==> config.mk <==
export PLATFORM = sky130hd
export DESIGN_NAME = mem_access_ctrl
export DESIGN_NICKNAME = d
export VERILOG_FILES = /design/src/rtl/mem_access_ctrl_pkg.sv /design/src/rtl/mem_access_ctrl_fifo.sv /design/src/rtl/mem_access_ctrl.sv
export SDC_FILE = /design/constraint.sdc
export NUM_CORES = 1
export LEC_CHECK = 0
export ABC_AREA = 1
export CAP_MARGIN = 20
export CORE_MARGIN = 3
export CORE_UTILIZATION = 40
export DETAILED_ROUTE_END_ITERATION = 10
export PLACE_DENSITY = 0.72
export SLEW_MARGIN = 20
export SYNTH_ARGS = -nofsm -noshare
export SYNTH_HDL_FRONTEND = slang
export SYNTH_SLANG_ARGS = --single-unit
==> constraint.sdc <==
create_clock -name clk -period 5.2 [get_ports clk]
set_input_delay 1.04 -clock clk [delete_from_list [all_inputs] [get_ports clk]]
set_output_delay 1.04 -clock clk [all_outputs]
set_load 0.005 [all_outputs]
==> src/rtl/mem_access_ctrl_pkg.sv <==
// Shared types for the data-memory request front-end: register/signal types,
// request struct, controller states and the address-window helpers.
package mem_access_ctrl_pkg;

  typedef logic [31:0] Register;
  typedef logic Signal;

  localparam Signal ENABLE  = 1'b1;
  localparam Signal DISABLE = 1'b0;

  localparam int MemAddrWidth = 16;

  typedef enum logic {
    OP_LOAD  = 1'b0,
    OP_STORE = 1'b1
  } MemOp;

  typedef enum logic [1:0] {
    IDLE   = 2'd0,
    ACCESS = 2'd1,
    RESP   = 2'd2
  } CtrlState;

  typedef struct packed {
    MemOp    op;
    Register addr;
    Register data;
  } MemReq;

  // Ones in the low w bits: the part of a word address that M decodes.
  function automatic Register addr_mask(input int unsigned w);
    Register m;
    m = '0;
    for (int i = 0; i < 32; i++) begin
      m[i] = (i < w);
    end
    return m;
  endfunction

  function automatic logic addr_out_of_range(input Register a, input int unsigned w);
    return |(a & ~addr_mask(w));
  endfunction

endpackage

==> src/rtl/mem_access_ctrl_fifo.sv <==
// In-order request FIFO (mem_req_fifo) holding MemReq entries; a synchronous
// reset flushes it. Pushes while full and pops while empty are ignored.
module mem_req_fifo
  import mem_access_ctrl_pkg::*;
#(
  parameter int DEPTH = 4
) (
  input  logic  clk,
  input  logic  reset,
  input  logic  push_i,
  input  MemReq din_i,
  input  logic  pop_i,
  output MemReq dout_o,
  output logic  full_o,
  output logic  empty_o
);

  localparam int PtrW = $clog2(DEPTH);
  localparam int CntW = PtrW + 1;

  MemReq            mem_q [DEPTH];
  logic [PtrW-1:0]  wr_ptr_q;
  logic [PtrW-1:0]  rd_ptr_q;
  logic [CntW-1:0]  count_q;
  logic [CntW-1:0]  count_d;
  logic             push_ok;
  logic             pop_ok;

  assign full_o  = (count_q == CntW'(DEPTH));
  assign empty_o = (count_q == '0);
  assign push_ok = push_i && !full_o;
  assign pop_ok  = pop_i && !empty_o;
  assign dout_o  = mem_q[rd_ptr_q];

  always_comb begin
    count_d = count_q;
    if (push_ok && !pop_ok) begin
      count_d = count_q + 1'b1;
    end else if (pop_ok && !push_ok) begin
      count_d = count_q - 1'b1;
    end
  end

  // Storage carries no reset so it can map onto plain RAM.
  always_ff @(posedge clk) begin
    if (push_ok) begin
      mem_q[wr_ptr_q] <= din_i;
    end
  end

  always_ff @(posedge clk) begin
    if (reset) begin
      wr_ptr_q <= '0;
      rd_ptr_q <= '0;
      count_q  <= '0;
    end else begin
      if (push_ok) begin
        wr_ptr_q <= wr_ptr_q + 1'b1;
      end
      if (pop_ok) begin
        rd_ptr_q <= rd_ptr_q + 1'b1;
      end
      count_q <= count_d;
    end
  end

endmodule

==> src/rtl/mem_access_ctrl.sv <==
// Load/store front-end for data memory M: queues requests, issues them to M one
// at a time and returns load data. Define MEM_ACCESS_BOUNDS_CHECK_EN to reject addresses above ADDR_W.
module mem_access_ctrl
  import mem_access_ctrl_pkg::*;
#(
  parameter int REQ_DEPTH = 4,
  parameter int ADDR_W    = MemAddrWidth
) (
  input  logic     clk,
  input  logic     reset,
  input  logic     req_valid,
  output logic     req_ready,
  input  logic     req_op,
  input  Register  req_addr,
  input  Register  req_wdata,
  output logic     rsp_valid,
  input  logic     rsp_ready,
  output Register  rsp_data,
  output logic     rsp_err,
  output Register  mem_addr,
  output Signal    mem_read,
  output Signal    mem_write,
  output Register  mem_wdata,
  input  Register  mem_rdata,
  output CtrlState dbg_state
);

  localparam Register AddrMask = addr_mask(ADDR_W);

  // Handshakes: a transfer happens on a posedge where valid && ready; the
  // source holds its payload until then, and ready never depends on valid.
  MemReq    push_req;
  MemReq    head;
  logic     fifo_full;
  logic     fifo_empty;
  logic     push;
  logic     pop;
  logic     head_err;

  CtrlState state_q;
  MemOp     cur_op_q;
  logic     cur_err_q;
  Signal    mem_read_q;
  Signal    mem_write_q;
  Register  mem_addr_q;
  Register  mem_wdata_q;
  logic     rsp_valid_q;
  Register  rsp_data_q;
  logic     rsp_err_q;

  assign push_req = '{op: MemOp'(req_op), addr: req_addr, data: req_wdata};
  assign req_ready = !fifo_full && !reset;
  assign push      = req_valid && req_ready;
  assign pop       = (state_q == IDLE) && !fifo_empty;

`ifdef MEM_ACCESS_BOUNDS_CHECK_EN
  assign head_err = addr_out_of_range(head.addr, ADDR_W);
`else
  assign head_err = 1'b0;
`endif

  mem_req_fifo #(
    .DEPTH(REQ_DEPTH)
  ) u_fifo (
    .clk     (clk),
    .reset   (reset),
    .push_i  (push),
    .din_i   (push_req),
    .pop_i   (pop),
    .dout_o  (head),
    .full_o  (fifo_full),
    .empty_o (fifo_empty)
  );

  // Bus outputs are loaded at pop so they are valid for exactly the ACCESS cycle.
  always_ff @(posedge clk) begin
    if (reset) begin
      state_q     <= IDLE;
      cur_op_q    <= OP_LOAD;
      cur_err_q   <= 1'b0;
      mem_read_q  <= DISABLE;
      mem_write_q <= DISABLE;
      mem_addr_q  <= '0;
      mem_wdata_q <= '0;
      rsp_valid_q <= 1'b0;
      rsp_data_q  <= '0;
      rsp_err_q   <= 1'b0;
    end else begin
      case (state_q)
        IDLE: begin
          if (pop) begin
            state_q     <= ACCESS;
            cur_op_q    <= head.op;
            cur_err_q   <= head_err;
            mem_addr_q  <= head.addr & AddrMask;
            mem_read_q  <= (head.op == OP_LOAD && !head_err) ? ENABLE : DISABLE;
            mem_write_q <= (head.op == OP_STORE && !head_err) ? ENABLE : DISABLE;
            mem_wdata_q <= (head.op == OP_STORE && !head_err) ? head.data : '0;
          end
        end
        ACCESS: begin
          mem_read_q  <= DISABLE;
          mem_write_q <= DISABLE;
          mem_addr_q  <= '0;
          mem_wdata_q <= '0;
          if (cur_err_q) begin
            rsp_valid_q <= 1'b1;
            rsp_err_q   <= 1'b1;
            rsp_data_q  <= '0;
            state_q     <= RESP;
          end else if (cur_op_q == OP_LOAD) begin
            rsp_valid_q <= 1'b1;
            rsp_err_q   <= 1'b0;
            rsp_data_q  <= mem_rdata;
            state_q     <= RESP;
          end else begin
            state_q <= IDLE;
          end
        end
        RESP: begin
          if (rsp_ready) begin
            rsp_valid_q <= 1'b0;
            state_q     <= IDLE;
          end
        end
        default: state_q <= IDLE;
      endcase
    end
  end

  assign mem_read  = mem_read_q;
  // Reset gates the write strobe immediately so an aborted store never commits.
  assign mem_write = mem_write_q & ~reset;
  assign mem_addr  = mem_addr_q;
  assign mem_wdata = mem_wdata_q;
  assign rsp_valid = rsp_valid_q;
  assign rsp_data  = rsp_data_q;
  assign rsp_err   = rsp_err_q;
  assign dbg_state = state_q;

endmodule

# After elaboration in Yosys (flattened, before gate mapping)
# Memory sizes are Yosys's and may differ from the RTL's. A register that Yosys moved wholly into a read port is not among the register bits.
# Index checks and enable logic that the tools add are counted.
totals:
  register_bits: 110
  latch_bits: 0
  mem_bits_rw: 260
  mem_bits_ro: 0
  inputBits: 101
  out_inout_bits: 103
  elab_cells: 74
  n_memories: 1
memory_table:
  columns: ["name", "depth", "width", "rd", "rd_clocked_by_memory_dff", "wr", "line", "source"]
  rows:
  - ["u_fifo.mem_q", 4, 65, 1, 1, 1, "mem_access_ctrl_fifo.sv:21", "MemReq mem_q [DEPTH];"]
classes:
  n_addsub: 4
  n_mul: 0
  n_div: 0
  magnitude_cmp: 0
  n_eq_ne: 6
  n_shift: 0
  mux: 26
  bitwise_logic: 3
  reduce_logical: 22
op_table:
  columns: ["operator", "n"]
  rows:
  - ["$mux W32", 4]
  - ["$pmux W32 S2", 2]
  - ["$mux W2", 5]
  - ["$mux W1", 9]
  - ["$reduce_and A2 Y1", 4]
  - ["$logic_and A1 B1 Y1", 7]
  - ["$mux W3", 2]
  - ["$pmux W1 S2", 3]
  - ["$pmux W2 S3", 1]
  - ["$reduce_bool A2 Y1", 3]
  - ["$logic_not A1 Y1", 5]
  - ["$add A2 B1 Y2 const B", 2]
  - ["$ne A2 B2 Y1 const B", 2]
  - ["$add A3 B1 Y3 const B", 1]
  - ["$eq A3 B3 Y1 const B", 1]
  - ["$logic_not A3 Y1", 1]
  - ["$reduce_and A3 Y1", 1]
  - ["$sub A3 B1 Y3 const B", 1]
  - ["$eq A2 B1 Y1 const B", 1]
  - ["$eq A2 B2 Y1 const B", 1]
  - ["$logic_not A2 Y1", 1]
  - ["$ne A2 B1 Y1 const B", 1]
  - ["$not A1 Y1", 2]
  - ["$and A1 B1 Y1", 1]

# Depth between registers and ports, before layout
# Gate-level depths: netlist of the first run.
logic_depth:
  ltp_word: 9
  mapped_depth: 12
  mapped_depth_nobuf: 12

# By module
# Synthesis of the first run repeated with hierarchy kept, for this count alone.
unflattened:
  cells_unflattened: 1107
  hier_area_um2: 13794.5
modules_own_cells:
  columns: ["mod", "instances", "cells_per_inst", "area_each_um2", "seq_area_each_um2"]
  rows:
  - ["mem_req_fifo", 1, 699, 10440.0, 7987.7]
  - ["mem_access_ctrl", 1, 408, 3354.5, 1721.7]

# Worst setup path before layout of the first run
# No wires, ideal clock.
synth_path:
  path_kind: "input port to flip-flop"
  from: "input reset"
  to: "memory u_fifo.mem_q[0][0] (netlist bit), enable pin"
  arrival_ps: 3415
  required_time_ps: 4744
  setup_slack_ps: 1329
  stages: 3
  path_buffers: 0
  path_cell_list: "inv_1 -> nand3_1 -> nor2_1"
synth_between:
  elab_chain_len: 6
synth_lines:
  columns: ["item", "line", "source"]
  rows:
  - ["from (decl)", "mem_access_ctrl.sv:10", "input logic reset,"]
  - ["$logic_not A1 Y1", "mem_access_ctrl.sv:52", "assign req_ready = !fifo_full && !reset;"]
  - ["$logic_and A1 B1 Y1", "mem_access_ctrl.sv:52", null]
  - ["$logic_and A1 B1 Y1", "mem_access_ctrl.sv:53", "assign push = req_valid && req_ready;"]
  - ["$logic_and A1 B1 Y1", "mem_access_ctrl_fifo.sv:31", "assign push_ok = push_i && !full_o;"]
  - ["$mux W1", "mem_access_ctrl_fifo.sv:46", "if (push_ok) begin"]
  - ["$mux W1 (not written as such)", "mem_access_ctrl_fifo.sv:47", "mem_q[wr_ptr_q] <= din_i;"]
  - ["to (decl)", "mem_access_ctrl_fifo.sv:21", null]
# No other way between the ends.

# Worst setup path after layout of the first run
layout_path:
  from: "input reset"
  to: "output req_ready"
layout_between:
  elab_chain_len: 2
layout_lines:
  columns: ["item", "line", "source"]
  rows:
  - ["$logic_not A1 Y1", "mem_access_ctrl.sv:52", null]
  - ["$logic_and A1 B1 Y1", "mem_access_ctrl.sv:52", null]
  - ["to (decl)", "mem_access_ctrl.sv:12", "output logic req_ready,"]
# No other way between the ends.

==> flow_summary.json, run 1 <==
{
  "critical_path_class": "in -> out",
  "grt_pass1_wl_um": 40500,
  "synth_edf_count": 196,
  "cts_setup_buffers": 0,
  "p_seq_share_pct": 40.7,
  "synth.avg_cell_area_um2": 10.2,
  "place_area_um2": 13600,
  "outcome": "finished clean",
  "h-tree-depth": 1,
  "hold_depth": 2,
  "setup_viol": 0,
  "arrival_ns": 2.67,
  "tightest_slew_ns": 1.02,
  "die_area_um2": 31200,
  "synth_top_area_cell": "edfxtp_1",
  "cp_max_fo": 11,
  "drt-initial-drc-count": 476,
  "yosysUniqueCellTypes": 30,
  "die_h_um": 177,
  "yosysWarnings": 0,
  "power.leakage_nw": 6.00,
  "postLayoutCellArea_um2": 14600,
  "cts_tree": "yes",
  "diodes": 0,
  "p_sw_mw": 2.32,
  "ys_seq_area_share_pct": 66.9,
  "clk_pin_slew_ns": 0.06,
  "tns_ns": 0,
  "finalClockSkew_ns": 0.0112,
  "hold_buffers": 0,
  "dp_hpwl_um": 15200,
  "coreArea_um2": 28200,
  "clock_power_share_pct": 30.2,
  "overflow": 0,
  "ys_async_sr_fraction_pct": 0,
  "vias_per_cell": 4.73,
  "fill_cells": 2435,
  "power.total_mw": 7.43,
  "cts-resized-gates": 0,
  "cts_root_buf": "clkbuf_16",
  "ys_ff_latch": 291,
  "finalCritPeriodShare_pct": 71.3,
  "slew_headroom_pct": 32.2,
  "drc": 0,
  "antenna_found_initial": 2,
  "dr_total_vias": 8012,
  "timing.rr.end": "mem_wdata[30]",
  "fin_crit_ns": 3.71,
  "start_util_pct": 41.2,
  "yosys.area.top_type_share_pct": 50.6,
  "crit_path_end_kind": "output pin",
  "internal-power_mw": 5.12,
  "hp-class": "reg -> reg",
  "clock-sinks": 291,
  "grt_usage_pct": 16.3,
  "ios": 204,
  "grt_max_degree": 99,
  "regArea_um2": 7790,
  "numCtsBuffers": 30,
  "drive_gt1_share_pct": 6.16,
  "cap_viol_max_count": 0,
  "detail_route.first_pass.iterations": 6,
  "switching_share_pct": 31.1,
  "synthCells": 1140,
  "regToRegSetupSlack_ns": 2.49,
  "routed_wl_um": 25900,
  "drv_slew": 0,
  "multi_input_area_um2": 2780,
  "synth_top_cells_by_count": "nand2_1, edfxtp_1, inv_1",
  "port_buffers": 170,
  "p_comb_share_pct": 29.1,
  "rsz0062_at_grt": "no",
  "grt_pass1_vias": 7932,
  "ant_nets": 0,
  "final_net_count": 1399,
  "area.growth.synth_to_final_pct": 25.6,
  "startpoint_type": "input pin",
  "hold_violations": 0,
  "synth_most_common_cell": "nand2_1",
  "synth.cell_area_um2": 11600,
  "power_density_nw_per_um2": 508,
  "rows": 61,
  "synth.area.top_cells": "edfxtp_1, dfxtp_1, nand2_1",
  "worstHoldStart": "rsp_data[11]",
  "die_x_um": 177,
  "worstHoldEndpoint": "rsp_data[11]",
  "clockBufferDepth": 3,
  "routedWlPerCell_um": 15.3,
  "max_freq_mhz": 270,
  "clock_insertion_delay_worst_skew_ns": 0.54,
  "reg2reg_depth": 7,
  "synthFlopType": "edfxtp_1",
  "gp_congestion": 0.699,
  "vdd_drop_max_mv": 0.251,
  "crit_required_ns": 4.16
}
-- area by class of cell --
cell class | count | area share [%]
sequential | 291 | 53.3
timing repair buffer | 180 | 12.5
clock buffer | 38 | 5.76
clock inverter | 18 | 1.50
multi-input combinational | 607 | 19.0
tap | 378 | 3.23
inverter | 182 | 4.69
-- metal layers --
| layer | vias up | GRT usage, % | wire length [um] |
|---|---|---|---|
| met2 | 230 | 29.2 | 12500 |
| met5 | - | 0 | 22 |
| met3 | 47 | 3.31 | 1770 |
| met1 | 3753 | 20.1 | 11200 |
| met4 | 4 | 4.62 | 537 |
| li1 | 3978 | - | - |
-- layout by cell type, fill, tap and decap left out, types with 2 or more instances in the layout --
cell type        count
nand4_1             32
nand3_1             75
conb_1              17
buf_4                6
xor2_1               2
bufinv_16            5
buf_12               4
nor2_4               5
ha_1                 5
dfxtp_1             93
edfxtp_1           196
inv_1              176
clkinv_1             3
a21oi_1             60
clkbuf_16           31
clkinv_2             8
nand2_1            322
clkbuf_8             4
a21oi_2              2
o21ai_0             49
inv_2                5
nor2_1              16
clkdlybuf4s50_1    170
clkbuf_1             3
o22ai_1              6
o21ai_1              8
-- cell families (layout without fill, tap and decap cells) --
kind of cell,count (synthesis),in the layout,share of synthesized area [%]
xor+xnor,2,2,0.151
flops,291,291,66.9
compound gates,128,128,5.72
simple gates,454,454,16.4
buf+inv,258,418,10.0
fa+ha+maj,6,6,0.710
other cells,1,17,0.0322
-- sequential cells by signal (all words and copies together) (netlist names), named ones only --
| signal | count |
|---|---|
| u_fifo.wr_ptr_q | 2 |
| mem_write_q | 1 |
| rsp_valid | 1 |
| cur_op_q | 1 |
| u_fifo.mem_q | 196 |
| mem_wdata | 32 |
| u_fifo.rd_ptr_q | 2 |
| u_fifo.count_q | 3 |
| mem_read | 1 |
| dbg_state | 2 |
| rsp_data | 32 |
| mem_addr | 16 |
-- power groups by stage --
stage                     clock, mW  sequential (mW)  combinational (mW)
after floorplan                   0             3.06                1.29
after global placement            0             3.06                2.15
after detailed placement          0             3.08                2.19
after CTS                      2.30             3.03                2.20
after global routing           2.39             3.07                2.44
final                          2.25             3.03                2.16
-- critical path, stage by stage --
cell	delay [ns]
clkdlybuf4s50_1	0.74
a21oi_1	0.31
clkdlybuf4s50_1	0.57
-- worst max-delay path by stage --
stage          startpoint            endpoint  slack [ns]  cells past startpoint
6_report            reset           req_ready        1.49                      3
4_1_cts             reset           req_ready        1.48                      3
2_1_floorplan       reset  u_fifo.mem_q[0][0]        1.33                      3
5_1_grt             reset           req_ready        1.43                      3
3_5_place_dp        reset   u_fifo.count_q[2]        1.38                     12
3_3_place_gp        reset   u_fifo.count_q[2]        1.38                     12
-- per-stage QoR --
stage                     instances  setup WS, ns  hold WS [ns]  utilization, %
after floorplan                1156          1.33         0.440               -
after global placement         1638          1.38         0.430            48.0
after detailed placement       1638          1.38         0.435            48.0
after CTS                      1694          1.48         0.447            51.8
after global routing           1694          1.43         0.458            51.8
final                          1694          1.49         0.441            51.8
No activity file was read; power rests on OpenSTA's default activity.
==> run 2: changes to the inputs <==
Clock period 5.2 ns to 3.5 ns, I/O delays scaled along.
==> run 2 against run 1 <==
Compared with the run above: global-route usage about the same; largest power group unchanged; cell count increased by 0.30%; hold slack improved by 0.0017 ns.
==> flow_summary.json, run 2 (same netlist as run 1, synthesis figures left out) <==
{
  "cap_viol_max_count": 0,
  "antenna_found_initial": 3,
  "postLayoutCellArea_um2": 14600,
  "layout_common_cells": "nand2_1, edfxtp_1, inv_1",
  "p_comb_share_pct": 29.8,
  "critPathMostFrequentCell": "clkdlybuf4s50_1",
  "dr_total_vias": 7988,
  "overflow": 0,
  "detail_route.first_pass.iterations": 5,
  "rows": 61,
  "clk_pin_slew_ns": 0.06,
  "tns_ns": 0,
  "rsz0062_at_grt": "no",
  "internal-power_mw": 7.45,
  "hold_violations": 0,
  "clock_power_share_pct": 29.2,
  "max_freq_mhz": 352,
  "port_buffers": 170,
  "cpMaxStageDelayCell": "clkdlybuf4s50_1",
  "arrival_ns": 2.14,
  "finalCritPeriodShare_pct": 81.3,
  "gp_congestion": 0.726,
  "vdd_drop_max_mv": 0.327,
  "crit_required_ns": 2.80,
  "drive_gt1_share_pct": 6.67,
  "outcome": "finished clean",
  "largest_reg_flops": 196,
  "die_h_um": 177,
  "hold_buffers": 0,
  "utilization_pct": 51.7,
  "cts-resized-gates": 0,
  "power_density_nw_per_um2": 748,
  "die_x_um": 177,
  "ios": 204,
  "largest-register": "u_fifo.mem_q",
  "power.leakage_nw": 5.98,
  "p_seq_share_pct": 41.0,
  "switching_share_pct": 31.7,
  "place_area_um2": 13600,
  "vias_per_cell": 4.70,
  "clock_insertion_delay_worst_skew_ns": 0.55,
  "grt_pass1_wl_um": 40600,
  "slowest_delay_ns": 0.53,
  "crit_path_end_kind": "output pin",
  "routed_wl_um": 26000,
  "setup_viol": 0,
  "finalClockSkew_ns": 0.0163,
  "critical_path_class": "in -> out",
  "hp-class": "reg -> reg",
  "p_sw_mw": 3.46,
  "cp_max_fo": 8,
  "postLayoutSetupSlackWorst_ns": 0.656,
  "dp_hpwl_um": 15100,
  "final_net_count": 1404,
  "coreArea_um2": 28200,
  "power.total_mw": 10.9,
  "fin_crit_ns": 2.84,
  "grt_pass1_vias": 7884,
  "grt_usage_pct": 16.3,
  "ant_nets": 0,
  "start_util_pct": 41.2,
  "crit_chain": "clkdlybuf4s50_1 -> buf_4 -> a21oi_1 -> clkdlybuf4s50_1",
  "cts_tree": "yes",
  "drc": 0,
  "drv_slew": 0,
  "slew_headroom_pct": 31.0,
  "area.growth.synth_to_final_pct": 25.4,
  "die_area_um2": 31200,
  "final_common_cell": "nand2_1",
  "clock-sinks": 291,
  "cts_setup_buffers": 0,
  "h-tree-depth": 1,
  "startpoint_type": "input pin",
  "drt-initial-drc-count": 475,
  "pre_cts_ws_ns": 0.644,
  "cts_root_buf": "clkbuf_16",
  "tightest_slew_ns": 1.03,
  "grt_max_degree": 97,
  "path_buf_inv": 3,
  "routedWlPerCell_um": 15.3,
  "clockBufferDepth": 3,
  "crit_family": "buffers and inverters",
  "numCtsBuffers": 29
}
==> run 2: cell types whose count changed in the layout (fill, tap and decap cells not counted), sizes merged <==
cell / delta
clkinv: -2
clkbuf: -3
bufinv: -1
diode: +1
buf: +6
clkinvlp: +4
==> run 2: cell type report <==
class                      instances  area [um^2]
multi-input combinational        607         2780
tap                              378          473
timing repair buffer             186         1860
sequential                       291         7790
clock inverter                    19          208
antenna                            1         2.50
clock buffer                      35          788
inverter                         182          686
fill                            2499        13600
==> run 2: routing by layer <==
metal | up-vias | wire, um | share of wire (%) | GRT usage [%]
met2 | 230 | 12300 | 47 | 28.1
met1 | 3739 | 11600 | 45 | 21.2
li1 | 3976 | - | - | -
met4 | 4 | 448 | 1.7 | 4.32
met5 | - | 39 | 0.15 | 0
met3 | 39 | 1630 | 6.3 | 3.25
==> run 2: tightest hold or removal path, stage by stage, from the launching register on <==
cell	delay [ns]
dfxtp_1	0.31
inv_1	0.04
a21oi_1	0.05
==> run 2: final timing paths <==
check | start | end | slack (ns) | cells past startpoint
worst min-delay path | rsp_data[15] | rsp_data[15] | 0.44 | 2
worst min register to register | rsp_data[15] | rsp_data[15] | 0.44 | 2
worst max register to register | register | mem_wdata[23] | 1.33 | 7
worst max-delay path | reset | req_ready | 0.66 | 4
==> run 2: power groups by stage <==
stage                     clock network [mW]  logic (mW)  registers, mW
after floorplan                            0        1.92           4.54
after global routing                    3.42        3.65           4.53
after global placement                     0        3.22           4.54
final                                   3.18        3.25           4.48
after detailed placement                   0        3.28           4.55
after CTS                               3.26        3.30           4.48
==> run 2: through the flow <==
step | std cells | hold slack [ns]
CTS | 1698 | 0.446
global route | 1699 | 0.465
finish | 1699 | 0.443
global placement | 1644 | 0.432
detailed placement | 1644 | 0.435
floorplan | 1156 | 0.440
